$ cat config.mk
export PLATFORM = sky130hd
export DESIGN_NAME = lsu_queue
export DESIGN_NICKNAME = d
export VERILOG_FILES = /design/src/rtl/lsu_queue.sv
export SDC_FILE = /design/constraint.sdc
export NUM_CORES = 1
export LEC_CHECK = 0
export ABC_AREA = 1
export CAP_MARGIN = 20
export CORE_ASPECT_RATIO = 0.7
export CORE_UTILIZATION = 35
export CTS_BUF_LIST = sky130_fd_sc_hd__clkbuf_8 sky130_fd_sc_hd__clkbuf_16
export DETAILED_ROUTE_END_ITERATION = 6
export SLEW_MARGIN = 0
export SYNTH_ARGS = -nofsm -noshare
export SYNTH_HDL_FRONTEND = slang
export SYNTH_SLANG_ARGS = --single-unit
$ cat constraint.sdc
create_clock -name clk -period 1.96 [get_ports clk]
set_input_delay 0.392 -clock clk [delete_from_list [all_inputs] [get_ports clk]]
set_output_delay 0.392 -clock clk [all_outputs]
set_load 0.01 [all_outputs]
$ cat src/rtl/lsu_queue.sv
// In-order load/store queue between EX/MEM and the data-memory port; drives load writeback.
// Optional `LSU_FLUSH_EN` adds flush_i, which discards all not-yet-sent entries.
module lsu_queue #(
  parameter int unsigned addr_width_p = 32,
  parameter int unsigned data_width_p = 32,
  parameter int unsigned rd_width_p   = 5,
  parameter int unsigned depth_p      = 4
) (
  input  logic                    clk,
  input  logic                    reset,
`ifdef LSU_FLUSH_EN
  input  logic                    flush_i,
`endif
  input  logic                    issue_valid_i,
  output logic                    issue_ready_o,
  input  logic                    issue_wen_i,
  input  logic                    issue_byte_i,
  input  logic [addr_width_p-1:0] issue_addr_i,
  input  logic [data_width_p-1:0] issue_data_i,
  input  logic [rd_width_p-1:0]   issue_rd_i,
  output logic                    mem_valid_o,
  output logic                    mem_wen_o,
  output logic                    mem_byte_o,
  output logic [addr_width_p-1:0] mem_addr_o,
  output logic [data_width_p-1:0] mem_wdata_o,
  input  logic                    mem_yumi_i,
  input  logic                    mem_rvalid_i,
  input  logic [data_width_p-1:0] mem_rdata_i,
  output logic                    mem_yumi_o,
  output logic                    wb_valid_o,
  output logic [rd_width_p-1:0]   wb_rd_o,
  output logic [data_width_p-1:0] wb_data_o,
  input  logic                    wb_ready_i,
  output logic                    busy_o,
  output logic                    err_o
);

  localparam int unsigned ptr_w_lp = $clog2(depth_p) + 1;
  localparam int unsigned idx_w_lp = ptr_w_lp - 1;

  typedef logic [ptr_w_lp-1:0] ptr_t;
  localparam ptr_t depth_lp = ptr_t'(depth_p);
  localparam ptr_t one_lp   = ptr_t'(1);

  logic [depth_p-1:0]      wen_q;
  logic [depth_p-1:0]      byte_q;
  logic [addr_width_p-1:0] addr_q  [depth_p];
  logic [data_width_p-1:0] wdata_q [depth_p];
  logic [rd_width_p-1:0]   rd_q    [depth_p];

  ptr_t tail_q, send_q, head_q;
  ptr_t count;
  logic err_q;
  logic flush;
  logic issue_fire;
  logic send_fire;
  logic outstanding;
  logic head_store;

  logic [idx_w_lp-1:0] tail_idx, send_idx, head_idx;

`ifdef LSU_FLUSH_EN
  assign flush = flush_i;
`else
  assign flush = 1'b0;
`endif

  assign tail_idx = tail_q[idx_w_lp-1:0];
  assign send_idx = send_q[idx_w_lp-1:0];
  assign head_idx = head_q[idx_w_lp-1:0];

  always_comb begin
    count         = tail_q - head_q;
    // Registered occupancy only: a same-cycle retire does not free a slot for issue.
    issue_ready_o = (count < depth_lp) && !flush;
    issue_fire    = issue_valid_i && issue_ready_o;

    mem_valid_o   = (send_q != tail_q) && !flush;
    mem_wen_o     = wen_q[send_idx];
    mem_byte_o    = byte_q[send_idx];
    mem_addr_o    = addr_q[send_idx];
    mem_wdata_o   = wdata_q[send_idx];
    send_fire     = mem_yumi_i && mem_valid_o;

    outstanding   = (head_q != send_q);
    head_store    = wen_q[head_idx];
    wb_valid_o    = mem_rvalid_i && !head_store;
    wb_rd_o       = rd_q[head_idx];
    wb_data_o     = mem_rdata_i;
    if (byte_q[head_idx]) begin
      wb_data_o      = '0;
      wb_data_o[7:0] = mem_rdata_i[7:0];
    end
    mem_yumi_o    = mem_rvalid_i && outstanding && (head_store || wb_ready_i);

    busy_o        = (count != '0);
    err_o         = err_q;
  end

  always_ff @(posedge clk or negedge reset) begin
    if (!reset) begin
      for (int unsigned i = 0; i < depth_p; i++) begin
        addr_q[i]  <= '0;
        wdata_q[i] <= '0;
        rd_q[i]    <= '0;
      end
      wen_q  <= '0;
      byte_q <= '0;
    end else if (issue_fire) begin
      wen_q[tail_idx]   <= issue_wen_i;
      byte_q[tail_idx]  <= issue_byte_i;
      addr_q[tail_idx]  <= issue_addr_i;
      wdata_q[tail_idx] <= issue_data_i;
      rd_q[tail_idx]    <= issue_rd_i;
    end
  end

  always_ff @(posedge clk or negedge reset) begin
    if (!reset) begin
      tail_q <= '0;
      send_q <= '0;
      head_q <= '0;
      err_q  <= 1'b0;
    end else begin
      // Flush rewinds tail onto send; send cannot move that cycle since mem_valid_o is low.
      if (flush)
        tail_q <= send_q;
      else if (issue_fire)
        tail_q <= tail_q + one_lp;
      if (send_fire)
        send_q <= send_q + one_lp;
      if (mem_yumi_o)
        head_q <= head_q + one_lp;
      if ((mem_rvalid_i && !outstanding) || (mem_yumi_i && !mem_valid_o))
        err_q <= 1'b1;
    end
  end

endmodule

==> metrics.md, run 1 <==
| Metric | Value |
|---|---|
| Root Buffer | `clkbuf_16` |
| Req. time, crit path | `1.57 ns` |
| Seq cells post-synth | `between 200 and 300` |
| Clock latency on the worst-skew pair | `0.57 ns` |
| Unrepaired setup endpoints after global routing | `true` |
| Layout area overhead | `54.4%` |
| Setup violators final | `387` |
| CTS tree | `yes` |
| Cell Area, Synth | `14,200 µm²` |
| Max FO, Critical Path | `3` |
| P_sw | `17.6 mW` |
| Sequential area share after synthesis | `0.516` |
| Crit path capture type | `primary output` |
| Die area | `41,500 µm²` |
| Routed wire per std cell | `between 20 and 25 µm` |
| Post-Syn Nets | `approximately 1,700` |
| Failing checks | `setup timing` |
| Syn Area/Cell | `roughly 9.2 µm²` |
| Synth Warn # | `0` |
| Share of layout cells above drive strength 1 | `0.483` |
| Initial antenna violation count | `3` |
| Hold WS | `0.321 ns` |
| Aggregate global-route resource usage | `0.213` |
| Final non-filler cell total | `2,456` |
| Ports | `218` |
| Routed WL | `slightly above 50,000 µm` |
| Final min period | `2.54 ns` |
| Setup Skew | `roughly 0.0087 ns` |
| DRC viols | `0` |
| Hold Path Class | `input port to asynchronous set/reset pin` |
| Die X | `243 µm` |
| Startpoint Class | `flip-flop` |
| Vias per std cell | `5.22` |
| Core Area | `about 40,000 µm²` |
| Detail Route Antenna Nets | `0` |
| Drt pass-1 iters | `5` |
| Combinational Power Share | `0.608` |
| Die Span Y | `approximately 170 µm` |
| Cell area after layout | `22,000 µm²` |
| Half-perimeter wire length after placement | `24,200 µm` |
| Core Rows | `61` |
| Total of max-cap violations | `0` |
| Clk pin slew, worst setup/hold paths | `~0.060 ns` |
| Synth cell types | `27` |
| Final nets | `2,019` |
| R2R depth | `14` |
| Gr ovfl total | `0` |
| H-Tree Depth | `1` |
| Critical Path AT | `between 2 and 2.5 ns` |
| Clock share of power | `0.129` |
| Slew @ Worst Pin | `0.388 ns` |
| Max-Slew Margin vs Limit | `0.741` |
| Pint | `25.0 mW` |
| Seq pwr share | `0.263` |
| Cell area power density | `1940 nW/µm²` |
| WS Path Type | `flip-flop to primary output` |
| FMAX | `393 MHz` |
| Largest net degree at the start of global routing | `69` |
| Placer Congestion | `0.783` |
| Starting Density | `0.357` |
| First-pass GRT wire length | `~70,000 µm` |
| DP Worst Slack | `-0.258 ns` |
| Final period util | `1.30` |
| Dpl cells | `approximately 2,200` |
| Final hold violations | `0` |
| Num CTS Buffers | `31` |
| Pleak | `approximately 10 nW` |
| Number of global-route vias before repair | `12,100` |
| Final worst slack | `-0.583 ns` |
| Clk buf depth | `3` |
| Outcome | `finished, violations left` |
| Port Buf Inserts | `201` |
| CTS Sinks | `294` |
| Routed via count | `12,800` |
| Worst VDD drop | `0.964 mV` |
| Sw Ratio | `0.413` |
| Initial drt markers | `910` |
| Slew Viols, Final | `0` |
| Placed cell area | `roughly 17,000 µm²` |
| Cell count after synthesis | `roughly 1,500` |
==> worst max-delay path: stages (launching register included) <==
cell and delay, ns:
dfrtp_1 0.41, buf_6 0.13, ha_4 0.15, fa_2 0.35, inv_2 0.06, nand2_2 0.06, nand2_2 0.07, nand2_2 0.06
nand2_4 0.11, nand3_2 0.07, buf_6 0.12
==> state kept, by name, indices dropped and copies added (netlist names) <==
name and flops:
addr_q 128, wdata_q 128, rd_q 20, byte_q 4, wen_q 4, head_q 3
send_q 3, tail_q 3, err_o 1
==> cells in the mapped netlist <==
cell        n  share of area
a21oi_1     1        0.00035
nand2_2   208          0.091
buf_1       1        0.00026
xor2_1      2         0.0012
nor2_1    168          0.044
clkbuf_1   39          0.010
ha_1        7         0.0061
nand3_1     8         0.0028
buf_4       8         0.0042
nand2_4     1        0.00079
dfrtp_1   294           0.52
o21a_1      1        0.00053
o21ai_1   239          0.084
nand4_1     4         0.0018
o211ai_1    1        0.00053
fa_1        1         0.0014
o22ai_1    72          0.032
nand3_4     4         0.0049
nand3_2     1        0.00070
buf_2      34          0.012
xnor2_1     6         0.0037
buf_6       9         0.0071
o21ai_0   146          0.051
o21ai_2    45          0.028
inv_1     109          0.029
buf_12     27          0.038
nand2_1   107          0.028
==> cells in the final DEF (no fill, tap or decap), drive strengths merged <==
master / instances
clkdlybuf4s15: 18
buf: 299
fa: 1
bufbuf: 1
inv: 118
clkinvlp: 1
clkdlybuf4s50: 100
o21ai: 430
ha: 7
xnor2: 6
o21a: 1
nand3: 13
o211ai: 1
nand4: 4
diode: 1
dlygate4sd3: 1
clkbuf: 58
nor2: 168
clkinv: 7
dfrtp: 294
xor2: 2
o22ai: 72
nand2: 316
bufinv: 1
a21oi: 1
==> logic make-up (layout without fill, tap and decap cells) <==
kind of cell    after synthesis  after routing  synth area share
fa+ha+maj                     8              8           0.00755
compound gates              505            505             0.196
simple gates                501            501             0.175
flops                       294            294             0.516
other cells                   0              1                 0
xor+xnor                      8              8           0.00492
buf+inv                     227            604             0.100
==> final cells by class <==
class                      instances  area [µm²]
timing repair buffer             444        5690
tap                              535         669
inverter                         109         434
clock inverter                    18         108
antenna                            1        2.50
clock buffer                      33         803
multi-input combinational       1022        6930
fill                            3391       17900
sequential                       294        7360
==> power groups by stage <==
stage          sequential [mW]  combinational, mW  clock, mW
6_report                  11.2               25.9       5.48
4_1_cts                   10.8               22.3       5.58
5_1_grt                   11.5               27.5       5.84
3_5_place_dp              10.6               16.6          0
2_1_floorplan             10.2               9.87          0
3_3_place_gp              10.5               16.4          0
==> timing repair <==
| item | 4_1_cts | 5_1_grt |
|---|---|---|
| setup endpoints to repair | 384 | 388 |
| hold buffers | 1 | 0 |
| buffers inserted | 71 | 40 |
| hold endpoints to repair | 35 | 0 |
| gates cloned | 37 | 30 |
| pin swaps | 92 | 84 |
| gates resized for setup | 734 | 280 |
==> through the flow <==
stage / TNS [ns] / utilization / power [mW]
3_3_place_gp: -68.92 / 0.428 / 26.9
2_1_floorplan: -8.66 / - / 20.1
3_5_place_dp: -61.67 / 0.428 / 27.2
5_1_grt: -183.61 / 0.551 / 44.8
6_report: -154.91 / 0.551 / 42.6
4_1_cts: -121.93 / 0.508 / 38.6
==> path summary, 6_finish.rpt <==
kind                                   startpoint                        to  slack (ns)
max in group asynchronous                   reset    addr_q[61]$_DFFE_PN0P_        0.91
hold / removal                              reset   wdata_q[90]$_DFFE_PN0P_        0.32
setup / recovery            head_q[0]$_DFFE_PN0P_                    busy_o       -0.58
setup reg to reg            head_q[0]$_DFFE_PN0P_   wdata_q[59]$_DFFE_PN0P_       -0.49
min in group clk                 issue_data_i[12]  wdata_q[108]$_DFFE_PN0P_        0.45
hold reg to reg            addr_q[92]$_DFFE_PN0P_    addr_q[92]$_DFFE_PN0P_        0.48
==> metal layers <==
layer | global-route usage | share of wire | up-vias
li1 | - | - | 5856
met3 | 0.0411 | 0.068 | 115
met1 | 0.303 | 0.44 | 6357
met5 | 0 | 0.00023 | -
met4 | 0.0500 | 0.030 | 2
met2 | 0.335 | 0.46 | 481
Note: power is estimated with default switching activity, not from simulation.
==> run 2, diff against run 1 <==
--- a/config.mk
+++ b/config.mk
@@ -8,9 +8,10 @@
 export ABC_AREA = 1
 export CAP_MARGIN = 20
 export CORE_ASPECT_RATIO = 0.7
-export CORE_UTILIZATION = 35
+export CORE_UTILIZATION = 49
 export CTS_BUF_LIST = sky130_fd_sc_hd__clkbuf_8 sky130_fd_sc_hd__clkbuf_16
 export DETAILED_ROUTE_END_ITERATION = 6
+export PLACE_DENSITY = 0.76
 export SLEW_MARGIN = 0
 export SYNTH_ARGS = -nofsm -noshare
 export SYNTH_HDL_FRONTEND = slang
==> metrics.md, run 2 (same netlist as run 1, synthesis figures left out) <==
| Metric | Value |
|---|---|
| Clk pin slew, worst setup/hold paths | `0.06 ns (about the same)` |
| Die X | `206 µm (was 243 µm)` |
| FMAX | `405 MHz (was 393 MHz)` |
| Die area | `29,800 µm² (was 41,500 µm²)` |
| Outcome | `finished, violations left (unchanged)` |
| Max-Slew Margin vs Limit | `0.756 (was 0.741)` |
| Routed WL | `47,400 µm (was 51,400 µm)` |
| Starting Density | `0.505 (was 0.357)` |
| DP Worst Slack | `-0.320 ns (was -0.258 ns)` |
| Setup Skew | `0.0271 ns (was 0.00870 ns)` |
| Root Buffer | `clkbuf_16 (unchanged)` |
| WS Path Type | `flip-flop to primary output (unchanged)` |
| Clock latency on the worst-skew pair | `0.58 ns (was 0.57 ns)` |
| Aggregate global-route resource usage | `0.289 (was 0.213)` |
| Vias per std cell | `5.71 (was 5.22)` |
| Core Area | `28,200 µm² (was 39,900 µm²)` |
| Critical Path AT | `2.08 ns (was 2.15 ns)` |
| Hold WS | `0.309 ns (was 0.321 ns)` |
| Largest net degree at the start of global routing | `63 (was 69)` |
| Half-perimeter wire length after placement | `24,300 µm (was 24,200 µm)` |
| CTS Sinks | `294 (unchanged)` |
| Detail Route Antenna Nets | `0 (unchanged)` |
| Failing checks | `setup timing (unchanged)` |
| CTS tree | `yes (unchanged)` |
| Gr ovfl total | `0 (unchanged)` |
| H-Tree Depth | `1 (unchanged)` |
| Routed wire per std cell | `21.0 µm (was 20.9 µm)` |
| Share of layout cells above drive strength 1 | `0.417 (was 0.483)` |
| Commonest non-fill, non-tap cell in the layout | `dfrtp_1 (unchanged)` |
| Dpl cells | `2,103 (was 2,245)` |
| Die Span Y | `145 µm (was 171 µm)` |
| First-pass GRT wire length | `66,600 µm (was 69,700 µm)` |
| Pleak | `9.67 nW (was 10.0 nW)` |
| Num CTS Buffers | `29 (was 31)` |
| Final hold violations | `0 (unchanged)` |
| Final non-filler cell total | `2,254 (was 2,456)` |
| Worst VDD drop | `0.970 mV (was 0.964 mV)` |
| Port Buf Inserts | `201 (unchanged)` |
| Req. time, crit path | `1.57 ns (about the same)` |
| Setup violators final | `384 (was 387)` |
| Initial antenna violation count | `1 (was 3)` |
| Slew @ Worst Pin | `0.366 ns (was 0.388 ns)` |
| Clk buf depth | `3 (unchanged)` |
| Hold Path Class | `input port to asynchronous set/reset pin (unchanged)` |
| Cell area power density | `1910 nW/µm² (was 1940 nW/µm²)` |
| Unrepaired setup endpoints after global routing | `true (unchanged)` |
| Initial drt markers | `1,223 (was 910)` |
| Core Rows | `51 (was 61)` |
| Final nets | `1,978 (was 2,019)` |
| Drt pass-1 iters | `7 (was 5)` |
| Final worst slack | `-0.509 ns (was -0.583 ns)` |
| Commonest cells after routing, fill and taps aside | `292 x dfrtp_1, 264 x o21ai_1, 223 x nand2_2 (was 291 x dfrtp_1, 250 x o21ai_1, 224 x nand2_2)` |
| Biggest regs | `addr_q (128), wdata_q (128), rd_q (20) (unchanged)` |
| Slew Viols, Final | `0 (unchanged)` |
| Number of global-route vias before repair | `12,200 (was 12,100)` |
| Startpoint Class | `flip-flop (unchanged)` |
| Max FO, Critical Path | `3 (unchanged)` |
| Crit path capture type | `primary output (unchanged)` |
| Ports | `218 (unchanged)` |
| DRC viols | `0 (unchanged)` |
| Final period util | `1.26 (was 1.30)` |
| Placer Congestion | `0.859 (was 0.783)` |
| Layout area overhead | `44.5% (was 54.4%)` |
| Total of max-cap violations | `0 (unchanged)` |
| Final min period | `2.47 ns (was 2.54 ns)` |
| Routed via count | `12,900 (was 12,800)` |
| Antenna cell count | `0 (was 1)` |
==> run 2: cell count changes in the layout (fill, tap and decap cells not counted), sizes merged <==
cell	previous run	this run
diode	1	0
inv	118	112
bufinv	1	3
buf	299	287
clkbuf	58	53
clkdlybuf4s15	18	0
bufbuf	1	3
==> run 2: where the power goes <==
group / internal (mW) / leakage [nW] / switching [mW] / total (mW)
logic: 11.0 / 5.44 / 11.4 / 22.4
clock network: 3.46 / 0.517 / 2.45 / 5.91
registers: 8.78 / 3.71 / 2.18 / 11.0
==> run 2: worst max-delay path: stages, from the launching register on <==
cell     delay, ns
dfrtp_1       0.42
ha_4          0.17
fa_2          0.35
inv_2         0.08
nand2_4       0.05
nand2_2       0.07
nand2_2       0.06
nand2_4       0.10
nand3_2       0.07
buf_6         0.12
==> run 2: area by class of cell <==
type                    count  area (µm²)
flip-flops and latches    294        7360
clock inverters            14         146
clock buffers              39         863
well taps                 371         464
multi-input cells        1022        6250
repair buffers            405        5070
inverters                 109         434
fillers                  1881        7620
==> run 2: path summary, 6_finish.rpt <==
kind	from	endpoint	slack [ns]	cells past startpoint
setup / recovery	head_q[0]$_DFFE_PN0P_	busy_o	-0.51	9
hold / removal	reset	wdata_q[22]$_DFFE_PN0P_	0.31	2
setup reg to reg	head_q[0]$_DFFE_PN0P_	wdata_q[121]$_DFFE_PN0P_	-0.44	15
hold reg to reg	addr_q[59]$_DFFE_PN0P_	addr_q[59]$_DFFE_PN0P_	0.48	2
max in group asynchronous	reset	addr_q[17]$_DFFE_PN0P_	0.98	3
min in group clk	issue_addr_i[14]	addr_q[46]$_DFFE_PN0P_	0.44	3
==> run 2: repair_timing <==
action / in CTS / in global routing
hold endpoints to repair: 31 / 0
setup endpoints to repair: 384 / 387
pin swaps: 46 / 33
hold buffers: 1 / 0
cloned: 33 / 16
setup buffers: 38 / 18
gates resized for setup: 623 / 200
==> run 2: routing by layer <==
| metal | global-route usage | share of wire | vias up |
|---|---|---|---|
| met2 | 0.454 | 0.47 | 680 |
| met1 | 0.407 | 0.42 | 6306 |
| met4 | 0.0913 | 0.027 | 2 |
| met5 | 0 | 0.00027 | - |
| met3 | 0.0544 | 0.086 | 117 |
| li1 | - | - | 5770 |
==> run 2: stage by stage <==
stage	power [mW]	TNS [ns]	cell area, µm²	utilization
final	39.3	-117.20	20600	0.730
after global routing	41.2	-144.23	20600	0.730
after CTS	36.1	-129.12	19600	0.694
after detailed placement	27.7	-57.26	17100	0.607
after global placement	27.2	-48.60	17100	0.607
after floorplan	20.1	-8.66	14300	-
